$ cat src/rtl/fila_instrucoes_classes.sv
// In-order instruction queue between fetch and dispatch.
// Accepted instructions are sorted into an R-class buffer (ADD/SUB) or an
// I-class buffer (LD/ST); a program-order tag queue remembers the class of
// every entry so dispatch always takes the oldest entry, either
// unconditionally (Pop) or only when the oldest entry matches a class
// (Pop_R / Pop_I). A gated pop never skips past an older entry of the other
// class.
module fila_instrucoes_classes #(
  parameter int DATA_W  = 16,
  parameter int OPC_W   = 3,
  parameter int DEPTH_R = 8,
  parameter int DEPTH_I = 8,
  parameter int OP_ADD  = 2,
  parameter int OP_SUB  = 3,
  parameter int OP_LD   = 4,
  parameter int OP_ST   = 5,
  parameter logic [DATA_W-1:0] SEM_VALOR = DATA_W'(16'h0005)
) (
  input  logic                      Clock,
  input  logic                      Reset,
  input  logic                      Flush,
  input  logic                      In_valid,
  input  logic [DATA_W-1:0]         In_data,
  output logic                      In_ready,
  input  logic                      Pop,
  input  logic                      Pop_R,
  input  logic                      Pop_I,
  output logic [DATA_W-1:0]         Instrucao_Despachada,
  output logic                      Out_valid,
  output logic                      Out_tipo,
  output logic                      Illegal,
  output logic [$clog2(DEPTH_R):0]  Count_R,
  output logic [$clog2(DEPTH_I):0]  Count_I,
  output logic                      Full,
  output logic                      Empty
);

  // Pointer / counter geometry. The order queue holds one tag per stored
  // entry, so its depth is the sum of both buffers and it can never
  // overflow on its own; its depth need not be a power of two, so its
  // pointers wrap explicitly.
  localparam int PTR_R_W = $clog2(DEPTH_R);
  localparam int PTR_I_W = $clog2(DEPTH_I);
  localparam int CNT_R_W = PTR_R_W + 1;
  localparam int CNT_I_W = PTR_I_W + 1;
  localparam int DEPTH_O = DEPTH_R + DEPTH_I;
  localparam int PTR_O_W = $clog2(DEPTH_O);

  localparam logic [CNT_R_W-1:0] CNT_R_MAX = CNT_R_W'(DEPTH_R);
  localparam logic [CNT_I_W-1:0] CNT_I_MAX = CNT_I_W'(DEPTH_I);
  localparam logic [PTR_O_W-1:0] PTR_O_LAST = PTR_O_W'(DEPTH_O - 1);

  localparam logic [OPC_W-1:0] OPC_ADD = OPC_W'(OP_ADD);
  localparam logic [OPC_W-1:0] OPC_SUB = OPC_W'(OP_SUB);
  localparam logic [OPC_W-1:0] OPC_LD  = OPC_W'(OP_LD);
  localparam logic [OPC_W-1:0] OPC_ST  = OPC_W'(OP_ST);

  // Class tag encoding in the order queue and on Out_tipo.
  localparam logic TAG_R = 1'b0;
  localparam logic TAG_I = 1'b1;

  // Storage: two class buffers plus the program-order tag queue.
  logic [DATA_W-1:0] r_mem [DEPTH_R];
  logic [DATA_W-1:0] i_mem [DEPTH_I];
  logic              o_mem [DEPTH_O];

  logic [PTR_R_W-1:0] r_head_reg, r_tail_reg;
  logic [PTR_I_W-1:0] i_head_reg, i_tail_reg;
  logic [PTR_O_W-1:0] o_head_reg, o_tail_reg;
  logic [CNT_R_W-1:0] count_r_reg, count_r_next;
  logic [CNT_I_W-1:0] count_i_reg, count_i_next;

  logic [OPC_W-1:0] in_opcode;
  logic             in_is_r, in_is_i;
  logic             push_fire, push_r, push_i, push_bad;
  logic             head_tag, queue_has, pop_req, pop_fire, pop_r, pop_i;

  // Order-queue pointer increment with wrap at an arbitrary depth.
  function automatic logic [PTR_O_W-1:0] o_inc(input logic [PTR_O_W-1:0] p);
    return (p == PTR_O_LAST) ? '0 : p + PTR_O_W'(1);
  endfunction

  // Fetch side: classify the presented instruction and decide acceptance.
  always_comb begin
    in_opcode = In_data[DATA_W-1 -: OPC_W];
    in_is_r   = (in_opcode == OPC_ADD) || (in_opcode == OPC_SUB);
    in_is_i   = (in_opcode == OPC_LD)  || (in_opcode == OPC_ST);
    // Readiness only looks at the current occupancy: a pop in the same
    // cycle does not free a slot early, keeping In_ready off the pop path.
    // Unknown opcodes are always taken so they can be reported and dropped.
    if (Flush)
      In_ready = 1'b0;
    else if (in_is_r)
      In_ready = (count_r_reg != CNT_R_MAX);
    else if (in_is_i)
      In_ready = (count_i_reg != CNT_I_MAX);
    else
      In_ready = 1'b1;
    push_fire = In_valid && In_ready;
    push_r    = push_fire && in_is_r;
    push_i    = push_fire && in_is_i;
    push_bad  = push_fire && !in_is_r && !in_is_i;
  end

  // Dispatch side: every request targets the oldest entry. Pop wins over
  // the gated requests, but since all of them address the same head entry
  // the priority only decides whether the head may leave, never which one.
  always_comb begin
    head_tag  = o_mem[o_head_reg];
    queue_has = (count_r_reg != '0) || (count_i_reg != '0);
    pop_req   = Pop
             || (Pop_R && (head_tag == TAG_R))
             || (Pop_I && (head_tag == TAG_I));
    pop_fire  = !Flush && queue_has && pop_req;
    pop_r     = pop_fire && (head_tag == TAG_R);
    pop_i     = pop_fire && (head_tag == TAG_I);
  end

  // Occupancy after this edge; push and pop of the same class cancel out.
  always_comb begin
    count_r_next = count_r_reg + CNT_R_W'(push_r) - CNT_R_W'(pop_r);
    count_i_next = count_i_reg + CNT_I_W'(push_i) - CNT_I_W'(pop_i);
  end

  // Storage writes: data into its class buffer and its tag into the order queue.
  always_ff @(posedge Clock) begin
    if (push_r)
      r_mem[r_tail_reg] <= In_data;
    if (push_i)
      i_mem[i_tail_reg] <= In_data;
    if (push_r || push_i)
      o_mem[o_tail_reg] <= push_i ? TAG_I : TAG_R;
  end

  // Pointers, counts, status flags and the registered dispatch outputs.
  always_ff @(posedge Clock or posedge Reset) begin
    if (Reset) begin
      r_head_reg           <= '0;
      r_tail_reg           <= '0;
      i_head_reg           <= '0;
      i_tail_reg           <= '0;
      o_head_reg           <= '0;
      o_tail_reg           <= '0;
      count_r_reg          <= '0;
      count_i_reg          <= '0;
      Instrucao_Despachada <= SEM_VALOR;
      Out_valid            <= 1'b0;
      Out_tipo             <= TAG_R;
      Illegal              <= 1'b0;
      Full                 <= 1'b0;
      Empty                <= 1'b1;
    end else if (Flush) begin
      // Flush discards everything, including any push or pop this cycle.
      // Out_tipo keeps its last value; only the data returns to idle.
      r_head_reg           <= '0;
      r_tail_reg           <= '0;
      i_head_reg           <= '0;
      i_tail_reg           <= '0;
      o_head_reg           <= '0;
      o_tail_reg           <= '0;
      count_r_reg          <= '0;
      count_i_reg          <= '0;
      Instrucao_Despachada <= SEM_VALOR;
      Out_valid            <= 1'b0;
      Illegal              <= 1'b0;
      Full                 <= 1'b0;
      Empty                <= 1'b1;
    end else begin
      if (push_r)
        r_tail_reg <= r_tail_reg + PTR_R_W'(1);
      if (push_i)
        i_tail_reg <= i_tail_reg + PTR_I_W'(1);
      if (push_r || push_i)
        o_tail_reg <= o_inc(o_tail_reg);

      if (pop_r)
        r_head_reg <= r_head_reg + PTR_R_W'(1);
      if (pop_i)
        i_head_reg <= i_head_reg + PTR_I_W'(1);
      if (pop_fire) begin
        o_head_reg           <= o_inc(o_head_reg);
        Instrucao_Despachada <= (head_tag == TAG_I) ? i_mem[i_head_reg]
                                                    : r_mem[r_head_reg];
        Out_tipo             <= head_tag;
      end

      count_r_reg <= count_r_next;
      count_i_reg <= count_i_next;
      Full        <= (count_r_next == CNT_R_MAX) || (count_i_next == CNT_I_MAX);
      Empty       <= (count_r_next == '0) && (count_i_next == '0);
      Out_valid   <= pop_fire;
      Illegal     <= push_bad;
    end
  end

  assign Count_R = count_r_reg;
  assign Count_I = count_i_reg;

endmodule

$ cat config.mk
export PLATFORM = sky130hd
export DESIGN_NAME = fila_instrucoes_classes
export DESIGN_NICKNAME = d
export VERILOG_FILES = /design/src/rtl/fila_instrucoes_classes.sv
export SDC_FILE = /design/constraint.sdc
export NUM_CORES = 1
export LEC_CHECK = 0
export CAP_MARGIN = 5
export CORE_MARGIN = 2
export CORE_UTILIZATION = 40
export CTS_BUF_LIST = sky130_fd_sc_hd__clkbuf_2
export DETAILED_ROUTE_END_ITERATION = 12
export GPL_TIMING_DRIVEN = 0
export PLACE_DENSITY = 0.6
export SYNTH_ARGS = -nofsm -noshare
export SYNTH_HDL_FRONTEND = slang
export SYNTH_SLANG_ARGS = --single-unit
export TNS_END_PERCENT = 30
$ cat constraint.sdc
create_clock -name Clock -period 9.9 [get_ports Clock]
set_clock_uncertainty 0.05 [all_clocks]
set_input_delay 2.97 -clock Clock [delete_from_list [all_inputs] [get_ports Clock]]
set_output_delay 2.97 -clock Clock [all_outputs]
set_load 0.01 [all_outputs]
==> impl_metrics.py, run 1 <==
metrics = {
    "critical_path": {
        "crit_path_frequent_cell": "clkdlybuf4s50_1",
        "worst-path-max-fanout": 18,
        "worstSetupPathType": "primary input to output port",
        "r2r_cells": 9,
        "arrival_ns": 5.49,
        "crit_path_max_incr_delay_ns": 0.88,
        "reg2reg_to": "i_mem[1][12]",
        "slowest_stage": "clkdlybuf4s50_1",
        "critical_path_buf_inv_count": 3,
        "start_kind": "primary input",
        "crit_cells": 5,
        "ff2ff_setup_slack_ns": 6.06,
        "crit_chain": "clkdlybuf4s50_1, nor2b_1, clkbuf_1, a31oi_1, clkdlybuf4s50_1",
        "crit_required_ns": 6.88,
        "cp_top_family": "buffers and inverters",
        "critPathCaptureType": "output port",
        "timing.rr.start": "Count_I[2]",
    },
    "placed_design": {
        "gp_congestion": 0.8453,
        "port_buffers": 52,
        "dp_hpwl_mm": 19.88,
    },
    "clocking": {
        "root_buffer": "clkbuf_2",
        "cts_tree": "built",
        "clkLatencyLatePin_ns": 0.85,
        "post_cts_buffers": 0,
        "cts.sinks": 321,
        "clock_path_buffers": 3,
        "htreeDepth": 3,
        "cts_resized": 0,
        "hold_buffers": 0,
        "numCtsBuffers": 80,
        "clk_pin_slew_ns": 0.09,
    },
    "drt": {
        "dr.pass1.iters": 5,
        "vias": 6983,
        "wl_per_cell_um": 21.10,
        "drt_iter0_markers": 401,
        "ant_nets": 0,
        "route.final.wire_length_mm": 28.76,
        "drc": 0,
        "vias_per_cell": 5.123,
    },
    "global_routing": {
        "grt_usage_pct": 17.38,
        "antenna_found_initial": 1,
        "overflow": 0,
        "grt_first_pass_wirelength_mm": 43.61,
        "grt_pass1_vias": 7363,
        "grt_max_degree": 38,
    },
    "timing": {
        "worstMarginPinSlew_ns": 1.007,
        "fin_tns_setup_ns": 0,
        "max_freq_mhz": 117.5,
        "hold_viol": 0,
        "post-route-period-util_pct": 85.97,
        "max_slew_margin_pct": 32.52,
        "slew_viol_final": 0,
        "finalCriticalPeriod_ns": 8.511,
        "setup_violations": 0,
        "rsz0062_at_grt": "no",
    },
    "power_and_ir_drop": {
        "vdd_drop_max_mv": 0.1351,
        "p_per_area_nw_per_um2": 212.5,
        "p_leak_nw": 5.333,
        "total_power_w": 0.003265,
    },
    "die": {
        "start_util_pct": 40.50,
        "die-area_um2": 34320,
        "row_count": 66,
        "io_pins": 53,
        "dieWidth_um": 185.3,
        "core_um2": 32450,
        "dieHeight_um": 185.3,
    },
    "cells_and_area": {
        "multi_input_area_um2": 3561,
        "drive_above_1_share_pct": 30.11,
        "fillers": 2780,
        "areaGrowthSynthToFinish_pct": 16.93,
        "seqCellArea_um2": 9398,
        "nNetsFinal": 900,
        "reg_top3": "i_mem (128), r_mem (128)",
    },
    "synthesis": {
        "synth_edf_count": 272,
        "yosys.cell_types.count": 48,
        "synthMuxAreaShare_pct": 17.16,
        "synth_simple_gate_area_share_pct": 4.532,
        "synth_common_cells": "272 x edfxtp_1, 68 x mux4_2, 51 x mux2i_1, 46 x dfrtp_1, 34 x nor2_1",
        "synthMostInstantiatedCell": "edfxtp_1",
        "yosysTopAreaCell": "edfxtp_1",
        "synth_cells": 695,
        "synth_compound_area_share_pct": 1.771,
        "yosysWarningCount": 0,
        "ys_ff_latch": 321,
        "mappedNetlistArea_um2": 13140,
        "synth_xor_xnor_area_share_pct": 0.7997,
        "yosys_most_used_dff": "edfxtp_1",
        "synthArstFlopShare_pct": 15.26,
        "avgSynthCellArea_um2": 18.91,
        "synth_fa_ha_area_share_pct": 2.304,
        "synth_top_area_share_pct": 62.15,
        "yosys-top-cells-area": "edfxtp_1 62%, mux4_2 12%, dfrtp_1 8.8%",
        "yosysSeqAreaShare_pct": 71.51,
        "syn_nets": 741,
        "synth_top_family_by_area": "multiplexers",
    },
    "job": {
        "maxCapViolCount": 0,
    },
    "min_path": {
        "holdCritPathClass": "flip-flop to flip-flop",
        "hold_start": "Out_tipo",
        "min_to": "Out_tipo",
        "hold-path-cell-count": 2,
    },
    "outcome": {
        "status": "completed",
    },
}
==> stage by stage <==
stage | util [%] | hold WS [ns] | instance area [µm²] | instances | worst slack [ns]
CTS | 47.34 | 0.4967 | 15360 | 1362 | 1.383
detailed placement | 45.00 | 0.4743 | 14600 | 1214 | 1.358
finish | 47.35 | 0.4851 | 15370 | 1363 | 1.389
global placement | 43.80 | 0.4360 | 14220 | 1189 | 0.7149
floorplan | - | 0.4575 | 13140 | 695 | 3.277
global route | 47.35 | 0.5153 | 15370 | 1363 | 1.250
==> how the worst max path moves through the flow <==
stage                            from     endpoint  slack (ns)
after floorplan           In_data[14]     In_ready        3.28
after global placement    In_data[15]  r_mem[0][7]        0.71
after detailed placement  In_data[14]     In_ready        1.36
after CTS                 In_data[14]     In_ready        1.38
after global routing      In_data[14]     In_ready        1.25
final                     In_data[14]     In_ready        1.39
==> routing by layer <==
metal	vias up	track usage, %	share of wire [%]
met5	-	0	0
met4	0	5.587	2.0
met3	40	4.542	5.9
met2	227	27.70	48
met1	3585	23.37	44
li1	3131	-	-
==> report_power, final <==
part	switching [W]	internal, W	total (W)
combinational	0.000394	0.000405	0.000798
clock	0.000537	0.000354	0.000891
sequential	0.0000495	0.00153	0.00158
total	0.000981	0.00228	0.00327
==> area by class of cell <==
type / instances / share of cell area, %
clock buffer: 118 / 3.843
timing repair buffer: 77 / 5.463
clock inverter: 30 / 1.107
sequential: 321 / 61.15
buffer: 30 / 1.018
antenna: 1 / 0.01628
tap: 442 / 3.599
multi-input combinational: 320 / 23.17
inverter: 24 / 0.6269
==> tightest hold or removal path, stage by stage, from the launching register on <==
cell,delay (ns)
dfrtp_1,0.37
nor2_1,0.05
nor2_1,0.08
==> layout by cell type, fill, tap and decap left out, types with 16 or more instances in the layout <==
master | synthesis | layout
nor2_1 | 34 | 28
ha_1 | 21 | 21
dfrtp_1 | 46 | 46
mux2i_1 | 51 | 51
nand2_1 | 30 | 30
inv_1 | 21 | 20
clkdlybuf4s50_1 | 0 | 52
mux4_2 | 68 | 68
clkinv_1 | 0 | 20
clkbuf_2 | 0 | 118
clkbuf_1 | 16 | 16
edfxtp_1 | 272 | 272
==> logic make-up (layout without fill, tap and decap cells) <==
kind of cell | Yosys count | in the layout
mux | 138 | 138
other cells | 0 | 1
xor+xnor | 12 | 12
buf+inv | 54 | 279
compound gates | 28 | 28
flops | 321 | 321
simple gates | 119 | 119
fa+ha+maj | 23 | 23
Power figures use the tool's default switching activity.
==> run 2: changes to the inputs <==
--- a/config.mk
+++ b/config.mk
@@ -6,6 +6,7 @@
 export NUM_CORES = 1
 export LEC_CHECK = 0
 export CAP_MARGIN = 5
+export CORE_ASPECT_RATIO = 0.75
 export CORE_MARGIN = 2
 export CORE_UTILIZATION = 40
 export CTS_BUF_LIST = sky130_fd_sc_hd__clkbuf_2
==> impl_metrics.py, run 2 (synthesized netlist as in run 1, its figures left out) <==
metrics = {
    "placed_design": {
        "dp_slack_ns": 1.475,
        "dp_hpwl_mm": 20.66,
        "port_buffers": 52,
        "gp_congestion": 0.7642,
    },
    "drt": {
        "route.final.wire_length_mm": 30.14,
        "wl_per_cell_um": 22.14,
        "drc": 0,
        "vias": 7023,
        "dr.pass1.iters": 7,
        "drt_iter0_markers": 512,
        "vias_per_cell": 5.160,
        "ant_nets": 0,
    },
    "die": {
        "io_pins": 53,
        "core_um2": 32380,
        "dieHeight_um": 161.0,
        "row_count": 57,
        "dieWidth_um": 213.3,
        "start_util_pct": 40.59,
        "die-area_um2": 34340,
    },
    "critical_path": {
        "cp-startpoint": "In_data[14]",
        "crit_chain": "clkdlybuf4s50_1, nor2b_1, clkbuf_1, a31oi_1, clkdlybuf4s50_1",
        "critPathCaptureType": "output port",
        "worst-path-max-fanout": 18,
        "crit_path_frequent_cell": "clkdlybuf4s50_1",
        "critical_path_buf_inv_count": 3,
        "cp_top_family": "buffers and inverters",
        "slowest_stage": "clkdlybuf4s50_1",
        "crit_path_max_incr_delay_ns": 0.91,
        "timing.rr.start": "Count_I[2]",
        "arrival_ns": 5.46,
        "crit_required_ns": 6.88,
        "start_kind": "primary input",
        "worstSetupPathType": "primary input to output port",
    },
    "global_routing": {
        "grt_max_degree": 28,
        "grt_pass1_vias": 7601,
        "antenna_found_initial": 2,
        "overflow": 0,
        "grt_usage_pct": 18.40,
        "grt_first_pass_wirelength_mm": 45.79,
    },
    "power_and_ir_drop": {
        "p_per_area_nw_per_um2": 210.9,
        "p_switching_w": 0.0009805,
        "p_seq_share_pct": 48.7,
        "pwr-share-clk_pct": 26.0,
        "p_sw_share_pct": 30.40,
        "p_leak_nw": 5.317,
        "intPower_w": 0.002245,
        "pwr-share-comb_pct": 25.4,
        "vdd_drop_max_mv": 0.07597,
    },
    "clocking": {
        "numCtsBuffers": 78,
        "clkLatencyLatePin_ns": 0.93,
        "clk_pin_slew_ns": 0.10,
        "root_buffer": "clkbuf_2",
        "cts_tree": "built",
        "post_cts_buffers": 0,
        "cts_resized": 0,
        "clock_path_buffers": 3,
        "htreeDepth": 3,
        "hold_buffers": 0,
        "cts.sinks": 321,
    },
    "cells_and_area": {
        "reg_top3": "i_mem (128), r_mem (128)",
        "fillers": 2772,
        "layout_commonest_cell": "edfxtp_1",
        "areaGrowthSynthToFinish_pct": 16.40,
        "final_cell_mix": "272 x edfxtp_1, 115 x clkbuf_2, 68 x mux4_2, 52 x clkdlybuf4s50_1, 51 x mux2i_1",
        "drive_above_1_share_pct": 30.13,
        "nNetsFinal": 899,
    },
    "timing": {
        "setup_violations": 0,
        "hold_viol": 0,
        "finalWorstSetupSlack_ns": 1.422,
        "post-route-period-util_pct": 85.64,
        "max_slew_margin_pct": 36.40,
        "finalCriticalPeriod_ns": 8.478,
        "slew_viol_final": 0,
        "fin_tns_setup_ns": 0,
        "rsz0062_at_grt": "no",
        "worstMarginPinSlew_ns": 0.9495,
        "max_freq_mhz": 117.9,
    },
    "outcome": {
        "status": "completed",
    },
    "min_path": {
        "hold_start": "Instrucao_Despachada[6]",
        "holdCritPathClass": "flip-flop to flip-flop",
    },
    "job": {
        "maxCapViolCount": 0,
    },
}
==> run 2: worst paths after layout <==
path                                            endpoint  slack (ns)  cells after the start
worst max-delay path                            In_ready        1.42                      5
worst min-delay path             Instrucao_Despachada[6]        0.49                      2
worst max register to register              i_mem[3][12]        6.10                      9
worst min register to register   Instrucao_Despachada[6]        0.49                      2
max in group asynchronous       Instrucao_Despachada[11]        6.83                      3
min in group asynchronous                        Illegal        2.36                      2
==> run 2: metal layers <==
metal  part of all wire, %  up-vias  track usage, %
met1                    44     3639           24.79
li1                      -     3128               -
met3                   5.0       57           4.180
met2                    49      199           29.86
met5                     0        -               0
met4                   1.9        0           5.840
==> run 2: final cells by class <==
cell class	instances	area [µm²]	area share (%)
Clock buffer	115	575.6	3.762
Inverter	24	96.34	0.6298
Multi-Input combinational cell	320	3561	23.28
Timing Repair Buffer	78	837.1	5.472
Antenna cell	3	7.507	0.04907
Clock inverter	28	113.9	0.7443
Buffer	30	156.4	1.022
Tap cell	442	553.0	3.615
Sequential cell	321	9398	61.43
==> run 2: power groups by stage <==
stage               Clock, W  Combinational [W]  Sequential [W]
global route        0.000939           0.000891         0.00158
detailed placement         0           0.000832         0.00160
finish              0.000837           0.000819         0.00157
CTS                 0.000868           0.000837         0.00157
floorplan                  0           0.000528         0.00161
global placement           0           0.000807         0.00160
==> run 2: tightest hold or removal path: cells and delay by family, from the launching register on <==
family	cells	cell delay, ns
flops	1	0.39
mux	1	0.06
simple gates	1	0.06
==> run 2: per-stage QoR <==
stage	utilization (%)	hold WS, ns	instances	cell area (µm²)	total power, W
2_1_floorplan	-	0.4575	695	13140	0.002136
3_3_place_gp	43.91	0.4601	1189	14220	0.002403
3_5_place_dp	45.10	0.4721	1215	14600	0.002431
4_1_cts	47.23	0.4871	1358	15290	0.003274
5_1_grt	47.25	0.5215	1361	15300	0.003406
6_report	47.25	0.4887	1361	15300	0.003226
